**config.mk**
```make
export PLATFORM = sky130hd
export DESIGN_NAME = ram_arbiter
export DESIGN_NICKNAME = d
export VERILOG_FILES = /design/src/rtl/mem_pkg.sv /design/src/rtl/ram_arb_prio.sv /design/src/rtl/ram_arbiter.sv
export SDC_FILE = /design/constraint.sdc
export NUM_CORES = 1
export LEC_CHECK = 0
export CELL_PAD_IN_SITES_DETAIL_PLACEMENT = 1
export CELL_PAD_IN_SITES_GLOBAL_PLACEMENT = 1
export CORE_MARGIN = 2
export CORE_UTILIZATION = 24
export DETAILED_ROUTE_END_ITERATION = 10
export PLACE_DENSITY = 0.73
export SYNTH_ARGS = -nofsm -noshare
export SYNTH_HDL_FRONTEND = slang
export SYNTH_SLANG_ARGS = --single-unit
```
**constraint.sdc**
```tcl
create_clock -name clk -period 4.6 [get_ports clk]
set_clock_uncertainty 0.15 [all_clocks]
set_input_delay 0.92 -clock clk [delete_from_list [all_inputs] [get_ports clk]]
set_output_delay 0.92 -clock clk [all_outputs]
set_load 0.02 [all_outputs]
```
**src/rtl/mem_pkg.sv**
```systemverilog
// rtl/mem_pkg.sv - memory access width codes and legality helper shared by RAM, LSU and arbiter
package mem_pkg;

    typedef enum logic [2:0] {
        MEM_B  = 3'd0,
        MEM_H  = 3'd1,
        MEM_W  = 3'd2,
        MEM_D  = 3'd3,
        MEM_BU = 3'd4,
        MEM_HU = 3'd5,
        MEM_WU = 3'd6
    } mem_wid_e;

    // Bit positions inside the one-hot grant vector.
    localparam int unsigned GNT_IF = 0;
    localparam int unsigned GNT_LS = 1;

    // Stores only know signed-agnostic widths B..D; loads may also zero-extend.
    function automatic logic mem_wid_legal(input logic is_store, input logic [2:0] wid);
        if (is_store) begin
            return wid <= 3'd3;
        end
        return wid <= 3'd6;
    endfunction

endpackage

```
**src/rtl/ram_arb_prio.sv**
```systemverilog
// rtl/ram_arb_prio.sv - combinational IF/LS winner select with starvation override
module ram_arb_prio
    import mem_pkg::*;
(
    input  logic       if_req_i,
    input  logic       ls_req_i,
    input  logic       if_starved_i,
    output logic [1:0] gnt_o
);

    // LS wins by default; IF wins when alone or once it has waited long enough.
    always_comb begin
        gnt_o = '0;
        if (if_req_i && (if_starved_i || !ls_req_i)) begin
            gnt_o[GNT_IF] = 1'b1;
        end else if (ls_req_i) begin
            gnt_o[GNT_LS] = 1'b1;
        end
    end

endmodule

```
**src/rtl/ram_arbiter.sv**
```systemverilog
// rtl/ram_arbiter.sv - single-port data RAM arbiter between instruction fetch and load/store
module ram_arbiter
    import mem_pkg::*;
#(
    parameter int unsigned DATA_WIDTH   = 64,
    parameter int unsigned RAM_SIZE     = 16,
    parameter int unsigned STARVE_LIMIT = 4
) (
    input  logic                  clk,
    input  logic                  rst,
    input  logic                  if_req_i,
    input  logic [RAM_SIZE-1:0]   if_addr_i,
    output logic                  if_gnt_o,
    output logic                  if_rvalid_o,
    output logic [DATA_WIDTH-1:0] if_rdata_o,
    input  logic                  ls_req_i,
    input  logic                  ls_we_i,
    input  logic [RAM_SIZE-1:0]   ls_addr_i,
    input  logic [DATA_WIDTH-1:0] ls_wdata_i,
    input  logic [2:0]            ls_wid_i,
    output logic                  ls_gnt_o,
    output logic                  ls_rvalid_o,
    output logic [DATA_WIDTH-1:0] ls_rdata_o,
    output logic                  ls_err_o,
    output logic [RAM_SIZE-1:0]   ram_raddr_o,
    output logic [RAM_SIZE-1:0]   ram_waddr_o,
    output logic                  ram_read_o,
    output logic                  ram_write_o,
    output logic [DATA_WIDTH-1:0] ram_data_o,
    output logic [2:0]            ram_wid_o,
    input  logic [DATA_WIDTH-1:0] ram_data_i
);

    localparam int unsigned CNT_W = $clog2(STARVE_LIMIT + 1);
    localparam logic [CNT_W-1:0] CNT_MAX = CNT_W'(STARVE_LIMIT);

    logic [CNT_W-1:0]      starve_cnt_q, starve_cnt_d;
    logic                  if_rvalid_q, if_rvalid_d;
    logic [DATA_WIDTH-1:0] if_rdata_q, if_rdata_d;
    logic                  ls_rvalid_q, ls_rvalid_d;
    logic [DATA_WIDTH-1:0] ls_rdata_q, ls_rdata_d;
    logic                  ls_err_q, ls_err_d;

    logic [1:0] gnt;
    logic       if_gnt;
    logic       ls_gnt;
    logic       ls_legal;

    ram_arb_prio u_prio (
        .if_req_i     (if_req_i),
        .ls_req_i     (ls_req_i),
        .if_starved_i (starve_cnt_q == CNT_MAX),
        .gnt_o        (gnt)
    );

    // Reset is folded into the grants so nothing reaches the RAM while it is held.
    assign if_gnt   = gnt[GNT_IF] & ~rst;
    assign ls_gnt   = gnt[GNT_LS] & ~rst;
    assign ls_legal = mem_wid_legal(ls_we_i, ls_wid_i);

    assign if_gnt_o    = if_gnt;
    assign ls_gnt_o    = ls_gnt;
    assign if_rvalid_o = if_rvalid_q;
    assign if_rdata_o  = if_rdata_q;
    assign ls_rvalid_o = ls_rvalid_q;
    assign ls_rdata_o  = ls_rdata_q;
    assign ls_err_o    = ls_err_q;

    // RAM port mux; the unused address is driven to the complement so the RAM never forwards.
    always_comb begin
        ram_read_o  = 1'b0;
        ram_write_o = 1'b0;
        ram_raddr_o = '0;
        ram_waddr_o = '0;
        ram_data_o  = '0;
        ram_wid_o   = '0;
        if (if_gnt) begin
            ram_read_o  = 1'b1;
            ram_raddr_o = if_addr_i;
            ram_waddr_o = ~if_addr_i;
            ram_wid_o   = MEM_D;
        end else if (ls_gnt && ls_legal) begin
            ram_wid_o = ls_wid_i;
            if (ls_we_i) begin
                ram_write_o = 1'b1;
                ram_waddr_o = ls_addr_i;
                ram_raddr_o = ~ls_addr_i;
                ram_data_o  = ls_wdata_i;
            end else begin
                ram_read_o  = 1'b1;
                ram_raddr_o = ls_addr_i;
                ram_waddr_o = ~ls_addr_i;
            end
        end
    end

    // Next-state for the starvation counter and the response registers.
    always_comb begin
        starve_cnt_d = '0;
        if (if_req_i && !if_gnt) begin
            starve_cnt_d = (starve_cnt_q == CNT_MAX) ? starve_cnt_q : starve_cnt_q + CNT_W'(1);
        end

        if_rvalid_d = if_gnt;
        if_rdata_d  = if_gnt ? ram_data_i : if_rdata_q;

        ls_rvalid_d = ls_gnt;
        ls_err_d    = ls_gnt & ~ls_legal;
        ls_rdata_d  = ls_rdata_q;
        if (ls_gnt) begin
            ls_rdata_d = (ls_legal && !ls_we_i) ? ram_data_i : '0;
        end
    end

    // State registers; asynchronous reset drops any response still in flight.
    always_ff @(posedge clk or posedge rst) begin
        if (rst) begin
            starve_cnt_q <= '0;
            if_rvalid_q  <= 1'b0;
            if_rdata_q   <= '0;
            ls_rvalid_q  <= 1'b0;
            ls_rdata_q   <= '0;
            ls_err_q     <= 1'b0;
        end else begin
            starve_cnt_q <= starve_cnt_d;
            if_rvalid_q  <= if_rvalid_d;
            if_rdata_q   <= if_rdata_d;
            ls_rvalid_q  <= ls_rvalid_d;
            ls_rdata_q   <= ls_rdata_d;
            ls_err_q     <= ls_err_d;
        end
    end

endmodule

```
==> results by group, run 1 <==
Global route
  – Initial antenna violation count: 0
  – Met2 GRT Util: 0.343
  – Pin count of the biggest net entering global routing: between 70 and 80
  – Met1 GRT Util: 0.214
  – Met3 GRT Util: 0.0551
  – Most crowded layer after global routing: met2
  – Grt total ovfl: 0
  – Vias in the first global route: 5708
  – First-pass GRT wire length: 37.3 mm
  – Tot GR Track Use: 0.189

Logic synthesis
  – Post-Syn Nets: 617
  – Cells after Synth: 447
  – Commonest cells post-synth: dfrtp_1, a22o_1, and2_1, mux2_4
  – Ranking of synthesized cells by area: dfrtp_1, mux2_4, a22o_1
  – Syn Area/Cell: ~14 um2
  – Synth top area share: 0.551
  – Share of flip-flops with an asynchronous set or reset: 1.00
  – Post-synth EDFFs: 0
  – Ys Warns: 0
  – Seq/Total Area, Yosys: 0.551
  – Post-synthesis cell type count: 33
  – FF+latch count, synth: approximately 130
  – Largest area contributor in the netlist: dfrtp_1
  – Most common cell in the synthesized netlist: dfrtp_1
  – Mapped Area: roughly 6000 um2
  – Main synth FF type: dfrtp_1

Critical path
  – Critical Path RT: 3.53 ns
  – Critical Path AT: 3.18 ns
  – Maximum fanout along the worst path: 22
  – Worst Path Class, Setup: in -> out
  – Worst setup SP type: input port
  – R2R cell count: 6
  – Critical Path Sink Type: output pin

Clock tree
  – Post-CTS Setup Inserts: 0
  – H-tree levels: 4
  – Post-CTS Hold Fix Bufs: 0
  – Clock buffer depth: 2
  – TritonCTS Buffers: 17
  – CTS tree: built
  – Clock Root Buffer: clkbuf_16
  – Clock slew at reported path FFs: roughly 0.060 ns
  – Post_cts resized: 0
  – Clock Latency Late Sink: 0.41 ns
  – CTS Sinks: 134

Final layout
  – ANT cells: 0
  – Number of nets in the layout: just over 1000
  – Fill cell count: 2672
  – Post-route insts no fill: around 1200
  – Area Growth Syn to Fin: 80.8%
  – Share of cells above drive strength 1: 0.132
  – Finished Cell Area: between 10000 and 15000 um2

Drt
  – WL/cell: 21.6 um
  – Avg Vias per Cell: about 4.5
  – Initial drt markers: 151
  – Final WL: 25.6 mm
  – Routed Antenna Nets: 0
  – DR pass1 iterations: 4
  – Via count: ~5400
  – # DRC: 0

Floorplanning
  – Die Span Y: 163 um
  – Die area: approximately 27000 um2
  – Die width: around 160 um
  – IO Count: 402
  – # rows: 58
  – Initial core utilization: 0.243
  – Core Box Area: about 25000 um2

STA
  – Final setup vio count: 0
  – Final hold vios: 0
  – Max-slew headroom at the worst pin: 0.423
  – RSZ-0062 raised after global routing: no
  – Fin. max-slew vios: 0
  – Setup TNS: 0 ns
  – Max Freq: 236 MHz
  – Worst Tran Pin Value: 0.866 ns
  – Setup ws final: around 0.35 ns
  – Hold_ws: roughly 0.35 ns
  – Minimum clock period: about 4.2 ns
  – Final Cycle Share: 0.923

Run
  – Number of max-cap violations: 0

Power
  – Peak VDD IR: 0.236 mV
  – PD cells: 373 nW/um2
  – Leak: 4.78 nW

Hold path
  – Class of the worst hold path: reg -> reg
  – Hold Crit Depth: 1

Place
  – GPL Wtd Cong: around 0.78
  – Placed cells: between 1000 and 1500
  – Post-DP HPWL: 19.4 mm
  – Buffers on Ports: 401
  – Worst setup slack after placement: 0.352 ns
  – Post-DP Area: approximately 10000 um2

Run status
  – Outcome: finished clean
[cell usage in the layout (no fill, tap or decap), types with 2 or more instances in the layout]
cell type,count
mux2_4,60
dfrtp_1,134
buf_4,9
xor2_1,16
mux2_2,4
a22o_1,80
clkinvlp_4,3
inv_8,3
clkinv_4,2
inv_6,4
buf_12,2
o22ai_1,16
ha_1,2
clkbuf_16,17
o21ai_0,6
clkdlybuf4s50_1,401
inv_1,5
nand2_1,3
and2_1,64
nor3_1,4
[final timing paths]
| check | from | to | slack, ns |
|---|---|---|---|
| max | if_req_i | ram_raddr_o[5] | 0.35 |
| min | ls_rdata_o[41] | ls_rdata_o[41] | 0.35 |
| max reg2reg | starve_cnt_q[0] | if_rdata_o[59] | 1.99 |
| min reg2reg | ls_rdata_o[41] | ls_rdata_o[41] | 0.35 |
| max in group asynchronous | rst | if_rdata_o[25] | 2.53 |
| min in group asynchronous | rst | ls_rvalid_o | 0.92 |
[logic make-up after synthesis]
| family | count (synthesis) | share of synthesized area |
|---|---|---|
| and+or+nand+nor | 80 | 0.0804 |
| DFF | 134 | 0.551 |
| muxes | 65 | 0.157 |
| AOI/OAI and AO/OA | 107 | 0.144 |
| adders and majority gates | 2 | 0.00411 |
| xor gates and xnor gates | 17 | 0.0245 |
| buffers and inverters | 42 | 0.0395 |
[registers in the layout, summed over array words and instances (netlist names)]
name and flops:
if_rdata_o 64, ls_rdata_o 64, starve_cnt_q 3, if_rvalid_o 1, ls_err_o 1, ls_rvalid_o 1
[layout make-up]
type / count / area, um2 / area share
clock inverter: 13 / 136 / 0.0124
multi-input combinational: 271 / 2510 / 0.228
clock buffer: 19 / 443 / 0.0402
sequential: 134 / 3350 / 0.305
inverter: 7 / 30.0 / 0.00273
tap: 330 / 413 / 0.0375
timing repair buffer: 412 / 4120 / 0.374
[worst max-delay path: stages]
cell and delay [ns]:
clkdlybuf4s50_1 0.50, inv_1 0.11, a211o_4 0.41, inv_2 0.38, a22o_1 0.22, clkdlybuf4s50_1 0.62
[routing by layer]
metal / vias to the layer above / wire length [um] / share of wire
li1: 2406 / - / -
met1: 2690 / 9680 / 0.38
met2: 243 / 13500 / 0.53
met3: 20 / 1930 / 0.075
met4: 0 / 500 / 0.020
met5: - / 0 / 0
[power by group]
part	internal [W]	total, W	leakage, nW	switching, W
registers	0.00136	0.00147	1.68	0.000109
logic	0.000705	0.00128	2.82	0.000570
clock network	0.000778	0.00137	0.281	0.000589
total	0.00284	0.00411	4.78	0.00127
[stage by stage]
stage | util | total power [W]
3_3_place_gp | 0.417 | 0.00276
5_1_grt | 0.440 | 0.00430
2_1_floorplan | - | 0.00207
3_5_place_dp | 0.417 | 0.00277
4_1_cts | 0.440 | 0.00417
6_report | 0.440 | 0.00411
Note: power is estimated with default switching activity, not from simulation.
==> run 2: changes to the inputs <==
TNS_END_PERCENT = 20   (was unset)
==> results of run 2 <==
The final DEF is identical to that of run 1; final timing and power are the same.
